**config.mk**
```make
export PLATFORM = sky130hd
export DESIGN_NAME = sad_trigger_ctrl
export DESIGN_NICKNAME = d
export VERILOG_FILES = /design/src/rtl/sad_trigger_ctrl.sv
export SDC_FILE = /design/constraint.sdc
export NUM_CORES = 1
export LEC_CHECK = 0
export ABC_AREA = 1
export CORE_MARGIN = 3
export CORE_UTILIZATION = 56
export DETAILED_ROUTE_END_ITERATION = 12
export GPL_ROUTABILITY_DRIVEN = 0
export PLACE_DENSITY = 0.8
export SETUP_SLACK_MARGIN = 0.15
export SYNTH_ARGS = -nofsm -noshare
export SYNTH_HDL_FRONTEND = slang
export SYNTH_SLANG_ARGS = --single-unit
export TNS_END_PERCENT = 5
```
**constraint.sdc**
```tcl
create_clock -name clk_adc -period 2 [get_ports clk_adc]
set_input_delay 0.3 -clock clk_adc [delete_from_list [all_inputs] [get_ports clk_adc]]
set_output_delay 0.3 -clock clk_adc [all_outputs]
set_load 0.01 [all_outputs]
```
**src/rtl/sad_trigger_ctrl.sv**
```systemverilog
// sad_trigger_ctrl
//   Qualifies the raw per-cycle SAD match flag into a trigger pulse of
//   pPULSE_WIDTH cycles, optionally followed by a holdoff window. It
//   supports single-shot and re-arming modes and keeps sticky status
//   counters.
//
// Ports
//   clk_adc           : sole clock, rising edge
//   reset             : asynchronous, active-high
//   armed_and_ready   : capture armed (level)
//   match             : raw SAD-below-threshold flag
//   multiple_triggers : 1 = re-arm after each trigger, 0 = single shot
//   holdoff           : cycles match is ignored after a pulse ends
//   status_clear      : one-cycle pulse, zeroes the status outputs
//   trigger           : registered trigger pulse
//   triggered         : sticky "a trigger happened"
//   trigger_count     : saturating count of issued triggers
//   missed_count      : saturating count of match cycles seen in FIRE/HOLDOFF
//   state             : FSM state for debug (IDLE=0 .. DONE=4)
module sad_trigger_ctrl #(
  parameter int pPULSE_WIDTH = 1,
  parameter int pCOUNT_WIDTH = 8
) (
  input  logic                    clk_adc,
  input  logic                    reset,
  input  logic                    armed_and_ready,
  input  logic                    match,
  input  logic                    multiple_triggers,
  input  logic [15:0]             holdoff,
  input  logic                    status_clear,
  output logic                    trigger,
  output logic                    triggered,
  output logic [pCOUNT_WIDTH-1:0] trigger_count,
  output logic [pCOUNT_WIDTH-1:0] missed_count,
  output logic [2:0]              state
);

  typedef enum logic [2:0] {
    ST_IDLE    = 3'd0,
    ST_ARMED   = 3'd1,
    ST_FIRE    = 3'd2,
    ST_HOLDOFF = 3'd3,
    ST_DONE    = 3'd4
  } state_t;

  localparam logic [3:0]              lpPULSE_LAST = 4'(pPULSE_WIDTH - 1);
  localparam logic [pCOUNT_WIDTH-1:0] lpCNT_MAX    = {pCOUNT_WIDTH{1'b1}};
  localparam logic [pCOUNT_WIDTH-1:0] lpCNT_ONE    = pCOUNT_WIDTH'(1);

  state_t                  r_state, w_state_next;
  logic [3:0]              r_pulse_cnt, w_pulse_cnt_next;
  logic [15:0]             r_hold_cnt, w_hold_cnt_next;
  logic [15:0]             r_hold_lat, w_hold_lat_next;
  logic                    r_abort, w_abort_next;
  logic                    r_trigger;
  logic                    r_triggered, w_triggered_next;
  logic [pCOUNT_WIDTH-1:0] r_trig_cnt, w_trig_cnt_next, w_trig_cnt_base;
  logic [pCOUNT_WIDTH-1:0] r_miss_cnt, w_miss_cnt_next, w_miss_cnt_base;
  logic                    w_fire_entry;
  logic                    w_abort_seen;
  logic                    w_miss;

  // Next-state logic. The pulse counter holds the number of FIRE cycles
  // still to come after the current one, and the holdoff counter does the
  // same for HOLDOFF, so a zero value marks the last cycle of each phase.
  always_comb begin
    w_state_next     = r_state;
    w_pulse_cnt_next = r_pulse_cnt;
    w_hold_cnt_next  = r_hold_cnt;
    w_hold_lat_next  = r_hold_lat;
    w_abort_next     = r_abort;
    w_fire_entry     = 1'b0;
    w_abort_seen     = r_abort | ~armed_and_ready;
    case (r_state)
      ST_IDLE: begin
        if (armed_and_ready) w_state_next = ST_ARMED;
      end
      ST_ARMED: begin
        if (!armed_and_ready) begin
          w_state_next = ST_IDLE;
        end else if (match) begin
          w_state_next     = ST_FIRE;
          w_pulse_cnt_next = lpPULSE_LAST;
          w_hold_lat_next  = holdoff;
          w_abort_next     = 1'b0;
          w_fire_entry     = 1'b1;
        end
      end
      ST_FIRE: begin
        // A disarm seen at any point of the pulse is remembered; the
        // pulse still runs to completion and then skips holdoff.
        w_abort_next = w_abort_seen;
        if (r_pulse_cnt != 4'd0) begin
          w_pulse_cnt_next = r_pulse_cnt - 4'd1;
        end else if (w_abort_seen) begin
          w_state_next = ST_IDLE;
        end else if (r_hold_lat == 16'd0) begin
          w_state_next = multiple_triggers ? ST_ARMED : ST_DONE;
        end else begin
          w_state_next    = ST_HOLDOFF;
          w_hold_cnt_next = r_hold_lat - 16'd1;
        end
      end
      ST_HOLDOFF: begin
        if (!armed_and_ready) begin
          w_state_next = ST_IDLE;
        end else if (r_hold_cnt == 16'd0) begin
          w_state_next = multiple_triggers ? ST_ARMED : ST_DONE;
        end else begin
          w_hold_cnt_next = r_hold_cnt - 16'd1;
        end
      end
      ST_DONE: begin
        if (!armed_and_ready) w_state_next = ST_IDLE;
      end
      default: w_state_next = ST_IDLE;
    endcase
  end

  // Status: the clear is applied first and the increment on top of it,
  // so a coincident clear and event leaves the counter at one.
  always_comb begin
    w_miss          = match & ((r_state == ST_FIRE) | (r_state == ST_HOLDOFF));
    w_trig_cnt_base = status_clear ? '0 : r_trig_cnt;
    w_miss_cnt_base = status_clear ? '0 : r_miss_cnt;
    w_trig_cnt_next = (w_fire_entry && (w_trig_cnt_base != lpCNT_MAX)) ?
                      w_trig_cnt_base + lpCNT_ONE : w_trig_cnt_base;
    w_miss_cnt_next = (w_miss && (w_miss_cnt_base != lpCNT_MAX)) ?
                      w_miss_cnt_base + lpCNT_ONE : w_miss_cnt_base;
    w_triggered_next = w_fire_entry | (r_triggered & ~status_clear);
  end

  always_ff @(posedge clk_adc or posedge reset) begin
    if (reset) begin
      r_state     <= ST_IDLE;
      r_pulse_cnt <= 4'd0;
      r_hold_cnt  <= 16'd0;
      r_hold_lat  <= 16'd0;
      r_abort     <= 1'b0;
      r_trigger   <= 1'b0;
      r_triggered <= 1'b0;
      r_trig_cnt  <= '0;
      r_miss_cnt  <= '0;
    end else begin
      r_state     <= w_state_next;
      r_pulse_cnt <= w_pulse_cnt_next;
      r_hold_cnt  <= w_hold_cnt_next;
      r_hold_lat  <= w_hold_lat_next;
      r_abort     <= w_abort_next;
      r_trigger   <= (w_state_next == ST_FIRE);
      r_triggered <= w_triggered_next;
      r_trig_cnt  <= w_trig_cnt_next;
      r_miss_cnt  <= w_miss_cnt_next;
    end
  end

  assign trigger       = r_trigger;
  assign triggered     = r_triggered;
  assign trigger_count = r_trig_cnt;
  assign missed_count  = r_miss_cnt;
  assign state         = r_state;

endmodule

```
# Yosys cells after proc, flatten, opt, wreduce, memory -nomap -nowiden
# Index checks and enable logic that the tools add are counted.
# word_totals
reg_bits,58
in_bits,22
out_inout_bits,21
wordCells,79
# op_classes
n_reduce_logical,12
eq_ne,15
n_addsub,5
bitwise_logic,7
muxes,31
# ops
op,count
2-to-1 mux 16 bit,5
zero test 16 bit,2
2-to-1 mux 8 bit,4
case mux 16 bit (2 select lines),1
"subtractor 16 x 1 -> 16 bit, second input constant",2
2-to-1 mux 3 bit,10
"adder 8 x 1 -> 8 bit, second input constant",2
"inequality test 2 bit, second input constant",8
"inequality test 8 bit, second input constant",2
case mux 3 bit (5 select lines),1
2-to-1 mux 4 bit,3
"== test 3 x 2 -> 1 bit, second input constant",3
case mux 4 bit (2 select lines),1
AND reduction 3 bit,2
AND reduction 6 bit,1
2-to-1 mux 1 bit,5
AND reduction 4 bit,1
nonzero test 2 bit,2
nonzero test 4 bit,1
"subtractor 4 x 1 -> 4 bit, second input constant",1
"== test 3 x 1 -> 1 bit, second input constant",1
"== test 3 bit, second input constant",1
zero test 3 bit,1
bitwise OR 1 bit,3
other kinds (4),7

# Logic depth before layout (Yosys ltp)
# Gate-level depths: netlist of run 1.
# depth
word_depth,6
depth_mapped,13
ltp_nobuf,11

# Least setup slack after synthesis of run 1
# Ideal clock, no wire load.
# synth_timing
kind,reg-to-reg
start,"register r_state[1], in the netlist state[1]"
end,register r_hold_cnt[12]
synth_period_minus_slack_ps,1822
stages_incl_launch_ff,13
required_ps,1883
path_slack_ps,178
t_arrival_ps,1705
path_buffers,2
setup_ps,117
cell_sequence,dfrtp_1 -> buf_4 -> nand2_2 -> nor2_4 -> buf_6 -> nand2_1 -> nand2_2 -> ha_1 -> nand3_2 -> nor2_4 -> nand4_1 -> nand3_1 -> nand2_1
# synth_via
elab_chain_cells,3
elab_cells_between_ends,10
classes_between,7 x eq/ne; 1 x mux; 2 x reduce/logical
# synth_rtl
element,line_no,source
start: declaration,50,"state_t r_state, w_state_next;"
start signal: assignment,145,r_state <= w_state_next;
== test 3 x 2 -> 1 bit,74,case (r_state)
inequality test 2 bit (no line) or nonzero test 2 bit (tied branches),n/a,
AND reduction 6 bit (no line),n/a,
end signal: assignment,147,r_hold_cnt <= w_hold_cnt_next;
end: declaration,52,"logic [15:0] r_hold_cnt, w_hold_cnt_next;"
# Parallel ways exist; a longest one is shown, timed or not.
# A chain may end at the register's enable or synchronous reset.

# Worst setup path in the final report of run 1
# layout_timing
start,"register r_state[2], in the netlist state[2]"
end,register r_hold_cnt[14]
# Same word-level chain as after synthesis.

==> results of run 1 <==
[sequential cells by signal, summed over array words and instances, names as in the netlist, 3 cells and up]
signal,count
missed_count,8
r_hold_lat,16
trigger_count,8
r_pulse_cnt,4
r_hold_cnt,16
state,3
[critical path, stage by stage (launching register included)]
cell     delay, ns
dfrtp_1       0.43
inv_2         0.10
nand3_4       0.13
nand2_1       0.09
nand2_2       0.10
ha_1          0.20
nand3_2       0.12
nor2_4        0.22
nand4_1       0.16
nand3_1       0.12
nand2_1       0.05
[per-stage QoR]
stage	area (sq um)	setup slack, ns	setup TNS (ns)
3_3_place_gp	4230	-0.145	-1.17
2_1_floorplan	3530	0.178	0
5_1_grt	4490	-0.000661	-0.000661
4_1_cts	4440	0.127	0
6_report	4490	0.168	0
3_5_place_dp	4230	-0.229	-2.40
[cell usage after synthesis]
library cell,count,area [sq um]
nand2_1,159,597
inv_1,61,229
dfrtp_1,58,1450
nand3_1,40,200
nor2_1,38,143
o21ai_0,27,135
nand4_1,17,106
xnor2_1,12,105
nand2_2,8,50.1
a21oi_1,6,30.0
nor3_1,6,30.0
xor2_1,6,52.6
buf_2,5,25.0
buf_4,5,37.5
inv_2,5,18.8
ha_1,4,50.1
nor2_2,4,25.0
nor2_4,4,45.0
buf_6,3,33.8
nor3_2,3,30.0
nand3_2,2,20.0
nand3_4,2,35.0
o211ai_1,2,15.0
o21ai_1,2,10.0
o31ai_1,2,15.0
a21oi_2,1,8.76
and3_1,1,6.26
clkbuf_1,1,3.75
mux2_1,1,11.3
nor3b_1,1,7.51
o22ai_1,1,6.26
[where the power goes]
part	internal [mW]	total, mW	switching, mW
sequential	1.53	1.79	0.258
combinational	0.713	1.90	1.19
clock	0.644	1.11	0.465
total	2.89	4.80	1.91
[final cells by class]
| cell class | count | area, sq um | area share, % |
|---|---|---|---|
| Multi-Input combinational cell | 349 | 1760 | 39.2 |
| Tap cell | 75 | 93.8 | 2.09 |
| Clock inverter | 2 | 35.0 | 0.780 |
| Timing Repair Buffer | 80 | 737 | 16.4 |
| Clock buffer | 14 | 163 | 3.62 |
| Inverter | 66 | 248 | 5.51 |
| Sequential cell | 58 | 1450 | 32.4 |
[routing by layer]
metal	wire [um]	part of all wire (%)	vias to the layer above
met5	0	0	-
met4	208	2.3	0
met3	428	4.7	27
met2	4600	50	119
met1	3970	43	1643
li1	-	-	1692
[cells by family after synthesis]
kind of cell | count (synthesis) | share of synthesized area [%]
DFF | 58 | 41.1
muxes | 1 | 0.319
xor gates and xnor gates | 18 | 4.46
AOI/OAI and AO/OA | 41 | 6.23
buffers and inverters | 80 | 9.84
adders and majority gates | 4 | 1.42
and+or+nand+nor | 285 | 36.7
[worst max-delay path by stage]
stage / start / to / slack, ns / cells after the start
after detailed placement: status_clear / missed_count[3] / -0.23 / 8
after global routing: state[2] / r_hold_cnt[15] / -0.0007 / 12
after CTS: status_clear / missed_count[3] / 0.13 / 8
after global placement: status_clear / missed_count[4] / -0.14 / 9
after floorplan: state[1] / r_hold_cnt[12] / 0.18 / 12
final: state[2] / r_hold_cnt[14] / 0.17 / 10
[what timing repair did]
action / 4_1_cts / 5_1_grt
hold buffers: 0 / 0
buffers inserted: 0 / 4
cloned: 0 / 0
resized for setup: 4 / 6
endpoints found under the setup margin: 12 / 28
pin swaps: 0 / 2
==> out/qor.txt, run 1 <==
Netlist cell types = 31
Clock sink count = 58
Final setup vio count = 0
Mapped Nets = 513
Global-route wire length before repair = 15400 um
Final HPWL DP = 6550 um
Share of layout cells above drive strength 1 = 15.1%
Tcrit/Tclk final = 91.6%
Clk buf depth = 2
Hold WC Path Type = in -> async
PD cells = 1070 mW/mm^2
# diodes = 0
Root Driver = clkbuf_8
Congestion Overflow GR = 0
Worst setup SP type = register
Slew headroom = 74.6%
CTS tree = yes
Mapped Area = 0.00353 sq mm
Gate Count Post-Synth = 487
Status = completed
Drc violations = 0
Worst-path fanout max = 10
Most frequent cells in the layout = nand2_1 (159), inv_1 (60), dfrtp_1 (56)
Row cnt = 28
CTS Buf Count = 9
Wire per inst = 14.3 um
Achievable Freq = 546 MHz
Min Hold Slack = 0.325 ns
Io pins = 43
R2R Path Start = state[2]
Skew-Pair Late Insertion Delay = 0.34 ns
Clock Pin Slew Worst Setup and Hold Paths = 0.07 ns
Global-route met2 utilization = 45.1%
DR pass1 iterations = 5
RSZ-0062 raised after global routing = true
Net count reported at finish = 590
Max-Cap Viols = 0
Least-Margin Pin Slew = 0.377 ns
Post-synthesis sequential area ratio = 41.1%
Flop-to-flop setup slack = 0.17 ns
Commonest non-fill, non-tap cell in the layout = nand2_1
Die outline width = 85.4 um
Yosys reg bits = 58
Tot GR Track Use = 26.4%
Setup Crit Path Kind = reg -> reg
Fin. max-slew vios = 0
Required @ worst endpoint = 2.23 ns
Power Total = 4.80 mW
Setup crit end kind = register
Final Util = 74.6%
# H-tree levels = 3
Total core area = 0.00603 sq mm
Die H = 85.4 um
Placed cells = 624
Met3 Use GR = 5.44%
Layout Cells excl Fill = 644
Area grow syn2layout = 27.2%
Vias per cell = 5.41
Total Wirelength = 9200 um
GR met1 Demand/Resource = 32.7%
FF-to-FF End = r_hold_cnt[14]
Worst path arrival time = 2.06 ns
Largest net degree at the start of global routing = 59
Layout Skew = 0.00874 ns
Synth warn = 0
Leakage Power = 2.18 nW
Fill cells = 455
Routed Antenna Nets = 0
Final Critical Period = 1.83 ns
Peak supply drop = 674 uV
Reg2reg path depth = 10
Detailed Route Iter0 Violations = 256
Via count = 3481
Initial Utilization = 58.6%
I/O Buffers = 42
Initial antenna violation count = 0
Gr busiest metal = met2
DIE AREA = 0.00730 sq mm
Hold Violations, Final = 0
Syn avg cell area = 7.26 sq um
Number of global-route vias before repair = 3425
No activity file was read; power rests on OpenSTA's default activity.
==> inputs of run 2 (changes only) <==
- ABC_CLOCK_PERIOD_IN_PS: not set -> 1500
- CORE_UTILIZATION: 56 -> 51
- GPL_TIMING_DRIVEN: not set -> 0
- PLACE_DENSITY: 0.8 -> 0.77
- clock period: 2 -> 1.5 ns (I/O delays scaled with it)
==> out/qor.txt, run 2 (synthesis results as in run 1) <==
CP cell instances = inv_2 > nand3_4 > nand2_1 > nand2_1 > inv_1 > nand2_1 > nor2_4 > nand4_1 > nand3_1 > nand2_1
Tot GR Track Use = 26.1% (-0.28 points)
Setup Crit Path Kind = reg -> reg
Number of global-route vias before repair = 3368 (-1.7%)
Layout Skew = 0.00770 ns (-0.00104 ns)
Drc violations = 0 (unchanged)
I/O Buffers = 42 (unchanged)
Root Driver = clkbuf_8
Worst path arrival time = 2.06 ns (about the same)
Detailed Route Iter0 Violations = 265 (+3.5%)
Sequential Power Share = 35.2% (-2.1 points)
Wire per inst = 15.9 um (+11%)
Hold Buf Count CTS = 0 (unchanged)
PD cells = 1420 mW/mm^2 (+33%)
Fin. max-slew vios = 0 (unchanged)
Peak supply drop = 805 uV (+19%)
Worst setup SP type = register
Largest net degree at the start of global routing = 31 (-47%)
Switching component of the power = 2.88 mW (+51%)
Final HPWL DP = 6400 um (-2.2%)
Most frequent cells in the layout = nand2_1 (154), dfrtp_1 (57), inv_1 (56)
Clk buf depth = 2 (unchanged)
Clock Pin Slew Worst Setup and Hold Paths = 0.07 ns (about the same)
Tcrit/Tclk final = 122% (+30 points)
CTS tree = yes
Initial antenna violation count = 0 (unchanged)
Share of layout cells above drive strength 1 = 21.6% (+6.5 points)
Slew headroom = 55.0% (-20 points)
# diodes = 0 (unchanged)
Via count = 3560 (+2.3%)
Comb power frac = 45.6% (+6.0 points)
Skew-Pair Late Insertion Delay = 0.34 ns (about the same)
Hold WC Path Type = in -> async
Final Util = 72.4% (-2.2 points)
CTS Buf Count = 9 (unchanged)
Max-Cap Viols = 0 (unchanged)
Initial Utilization = 54.1% (-4.5 points)
DR pass1 iterations = 6 (+1)
Fin worst setup slack = -0.329 ns (-0.497 ns)
Critical path's most frequent cell = nand2_1
Congestion Overflow GR = 0 (unchanged)
Setup crit end kind = register
Required @ worst endpoint = 1.73 ns (-0.50 ns)
Final Critical Period = 1.83 ns (-0.00324 ns)
Clk pwr share = 19.2% (-3.9 points)
Final setup vio count = 54 (+54)
Slowest stage cell, crit path = dfrtp_2
Total Wirelength = 10300 um (+12%)
Clock sink count = 58 (unchanged)
Achievable Freq = 547 MHz (+0.18%)
Area grow syn2layout = 33.8%
Die H = 89.2 um (+4.4%)
Biggest regs = r_hold_cnt: 16 flops, r_hold_lat: 16 flops
Vias per cell = 5.48 (+1.3%)
Sw Share = 42.8% (+2.9 points)
Die outline width = 89.2 um (+4.4%)
Least-Margin Pin Slew = 0.674 ns (+0.297 ns)
Slowest stage delay, CP = 0.45 ns (+0.02 ns)
Min Hold Slack = 0.294 ns (-0.0311 ns)
Routed Antenna Nets = 0 (unchanged)
Row cnt = 29 (+3.6%)
Global-route wire length before repair = 15900 um (+2.7%)
Io pins = 43 (unchanged)
Failing checks = negative setup slack
Commonest non-fill, non-tap cell in the layout = nand2_1
Total core area = 0.00653 sq mm (+8.4%)
Worst-path fanout max = 10 (unchanged)
P_int = 3.85 mW (+33%)
RSZ-0062 raised after global routing = true
Leakage Power = 2.34 nW (+7.1%)
DIE AREA = 0.00796 sq mm (+9.1%)
Hold Violations, Final = 0 (unchanged)
# H-tree levels = 3 (unchanged)
Status = finished with violations
Net count reported at finish = 594 (+0.68%)
==> run 2: cell types whose count changed in the layout (fill, tap and decap cells not counted), moves of 4 or more <==
cell / change
buf_4: -9
nand2_1: -5
nor2_4: +7
buf_6: +12
nand3_1: -7
o21ai_0: -4
nor2_2: +5
nand3_4: +4
inv_1: -4
nor2_1: -11
nand2_4: +6
clkdlybuf4s50_1: -21
dlygate4sd2_1: +19
==> run 2: path summary, 6_finish.rpt <==
| kind | slack (ns) | depth (start not counted) | to | from |
|---|---|---|---|---|
| hold reg to reg | 0.50 | 2 | r_hold_cnt[1] | r_hold_cnt[1] |
| setup / recovery | -0.33 | 10 | r_hold_cnt[12] | state[2] |
| setup reg to reg | -0.33 | 10 | r_hold_cnt[12] | state[2] |
| max in group asynchronous | 0.60 | 3 | r_hold_cnt[13] | reset |
| hold / removal | 0.29 | 2 | missed_count[0] | reset |
| min in group clk_adc | 0.45 | 3 | r_hold_lat[11] | holdoff[11] |
==> run 2: stage by stage <==
stage / area [sq um] / total power, mW / setup TNS [ns] / std cells / worst slack [ns]
4_1_cts: 4580 / 6.41 / -7.79 / 645 / -0.266
6_report: 4730 / 6.73 / -10.04 / 650 / -0.329
3_3_place_gp: 4090 / 4.72 / -99.49 / 606 / -1.23
5_1_grt: 4730 / 7.19 / -15.39 / 650 / -0.430
2_1_floorplan: 3570 / 4.17 / -13.76 / 487 / -0.275
3_5_place_dp: 4110 / 4.80 / -30.70 / 607 / -0.991
==> run 2: final cells by class <==
cell class | count | area (sq um)
inverters | 66 | 255
clock inverters | 5 | 30.0
fillers | 497 | 1800
multi-input cells | 350 | 1990
clock buffers | 11 | 141
plain buffers | 14 | 150
flip-flops and latches | 58 | 1450
well taps | 77 | 96.3
repair buffers | 69 | 616
==> run 2: critical path: cells and delay by family (launching register included) <==
kind | cells | cell delay [ns]
buffers and inverters | 2 | 0.20
AND/OR/NAND/NOR | 8 | 1.06
flip-flops | 1 | 0.45
==> run 2: per-layer routing <==
| metal | up-vias | wire, um | track usage, % |
|---|---|---|---|
| li1 | 1710 | - | - |
| met1 | 1650 | 4200 | 32.8 |
| met2 | 165 | 5140 | 44.0 |
| met3 | 35 | 719 | 5.44 |
| met4 | 0 | 293 | 10.0 |
| met5 | - | 0 | 0 |
==> run 2: timing repair <==
action | CTS | global route
pin swaps | 18 | 17
endpoints found under the hold margin | 0 | 0
setup endpoints to repair | 79 | 59
cloned | 2 | 0
buffers inserted | 20 | 5
resized for setup | 70 | 37
==> run 2: power by group through the flow <==
stage               sequential (mW)  clock (mW)  combinational, mW
CTS                            2.35        1.29               2.76
global route                   2.43        1.36               3.40
floorplan                      2.31           0               1.87
finish                         2.37        1.29               3.07
detailed placement             2.37           0               2.43
global placement               2.36           0               2.36
==> inputs of run 3 (changes only) <==
- SKIP_CTS_REPAIR_TIMING: not set -> 1
==> out/qor.txt, run 3 (synthesis results as in run 1) <==
Status = finished with violations
Failing checks = negative setup slack
Worst path arrival time = 2.07 ns (about the same)
Tcrit/Tclk final = 123% (+1.3 points)
Die outline width = 89.2 um (unchanged)
Skew-Pair Late Insertion Delay = 0.34 ns (about the same)
Io pins = 43 (unchanged)
Final Util = 70.7% (-1.7 points)
DIE AREA = 0.00796 sq mm (unchanged)
Drc violations = 0 (unchanged)
Final Critical Period = 1.85 ns (+0.0196 ns)
DR pass1 iterations = 5 (-1)
Setup crit end kind = register
Biggest regs = r_hold_cnt: 16 flops, r_hold_lat: 16 flops
Pre-CTS setup slack = -0.991 ns (unchanged)
Least-Margin Pin Slew = 0.708 ns (+0.0347 ns)
Hold WC Path Type = in -> async
Detailed Route Iter0 Violations = 239 (-9.8%)
Clock Pin Slew Worst Setup and Hold Paths = 0.08 ns (about the same)
Fin worst setup slack = -0.348 ns (-0.0196 ns)
Worst Setup SP = state[2]
R2R Path Start = state[2]
Share of layout cells above drive strength 1 = 18.0% (-3.7 points)
Clock sink count = 58 (unchanged)
Net count reported at finish = 588 (-1.0%)
Peak supply drop = 821 uV (+1.9%)
Slew headroom = 52.5% (-2.5 points)
CTS tree = yes
Tot GR Track Use = 23.5% (-2.6 points)
Die H = 89.2 um (unchanged)
Wire per inst = 14.8 um (-7.0%)
Hold Violations, Final = 0 (unchanged)
Max-Cap Viols = 0 (unchanged)
Commonest non-fill, non-tap cell in the layout = nand2_1
Global-route wire length before repair = 14400 um (-8.9%)
Slowest stage cell, crit path = dfrtp_2
Most frequent cells in the layout = nand2_1 (157), inv_1 (58), dfrtp_1 (57)
Worst setup endpoint = trigger_count[5]
Leakage Power = 2.20 nW (-6.0%)
Area grow syn2layout = 30.6%
Fin. max-slew vios = 0 (unchanged)
Worst setup SP type = register
I/O Buffers = 42 (unchanged)
Root Driver = clkbuf_8
Total Wirelength = 9530 um (-7.9%)
Final HPWL DP = 6400 um (unchanged)
FF-to-FF End = trigger_count[5]
Final setup vio count = 66 (+22%)
Worst-path fanout max = 10 (unchanged)
Required @ worst endpoint = 1.72 ns (about the same)
Slowest stage delay, CP = 0.47 ns (+0.02 ns)
Initial antenna violation count = 0 (unchanged)
Routed Antenna Nets = 0 (unchanged)
Initial Utilization = 54.1% (unchanged)
Layout Skew = 0.0115 ns (+0.00378 ns)
Setup Crit Path Kind = reg -> reg
Number of global-route vias before repair = 3190 (-5.3%)
Row cnt = 29 (unchanged)
CP cell instances = inv_2 > buf_6 > nand3_1 > nor3_4 > buf_4 > nand2_4 > nor2_2 > nand2_1 > xnor2_1
Congestion Overflow GR = 0 (unchanged)
Via count = 3479 (-2.3%)
CTS Buf Count = 9 (unchanged)
Total core area = 0.00653 sq mm (unchanged)
# diodes = 0 (unchanged)
Layout Cells excl Fill = 644 (-0.92%)
RSZ-0062 raised after global routing = true
Min Hold Slack = 0.294 ns (+0.000147 ns)
PD cells = 1390 mW/mm^2 (-2.7%)
Vias per cell = 5.40 (-1.4%)
Flop-to-flop setup slack = -0.35 ns (-0.02 ns)
Clk buf depth = 2 (unchanged)
Achievable Freq = 541 MHz (-1.1%)
Reg2reg path depth = 9 (-1)
Placed cells = 607 (unchanged)
Power Total = 6.40 mW (-5.0%)
Largest net degree at the start of global routing = 31 (unchanged)
# H-tree levels = 3 (unchanged)
[run 3: worst max-delay path: cells and delay by family, from the launching register on]
| family | cells | cell delay [ns] |
|---|---|---|
| xor gates and xnor gates | 1 | 0.13 |
| buffers and inverters | 3 | 0.43 |
| DFF | 1 | 0.47 |
| and+or+nand+nor | 5 | 0.69 |
[run 3: worst min path at each step]
stage                      startpoint               to  cells after the start
floorplan           multiple_triggers         state[2]                      1
global placement        r_hold_cnt[1]    r_hold_cnt[1]                      2
CTS                             reset  missed_count[1]                      2
finish                          reset  missed_count[0]                      2
detailed placement     r_hold_cnt[15]   r_hold_cnt[15]                      2
global route                    reset   r_pulse_cnt[2]                      2
[run 3: report_power, final]
group	switching [mW]	internal (mW)
clock	0.656	0.635
combinational	1.69	1.06
sequential	0.319	2.04
total	2.66	3.74
[run 3: per-layer routing]
layer / routed length [um] / part of all wire (%) / global-route usage [%]
met1: 4000 / 42 / 30.4
met2: 4660 / 49 / 38.2
met3: 597 / 6.3 / 5.53
met4: 282 / 3.0 / 9.07
met5: 0 / 0 / 0
[run 3: layout make-up]
| type | instances | area, sq um |
|---|---|---|
| plain buffers | 14 | 145 |
| clock buffers | 11 | 141 |
| clock inverters | 5 | 30.0 |
| fillers | 502 | 1920 |
| inverters | 66 | 248 |
| multi-input cells | 350 | 1900 |
| flip-flops and latches | 58 | 1450 |
| well taps | 77 | 96.3 |
| repair buffers | 63 | 597 |
[run 3: metrics by stage]
step / cell area, sq um / TNS, ns
floorplan: 3570 / -13.76
detailed placement: 4110 / -30.70
finish: 4610 / -13.11
CTS: 4280 / -23.46
global route: 4610 / -19.26
global placement: 4090 / -99.49
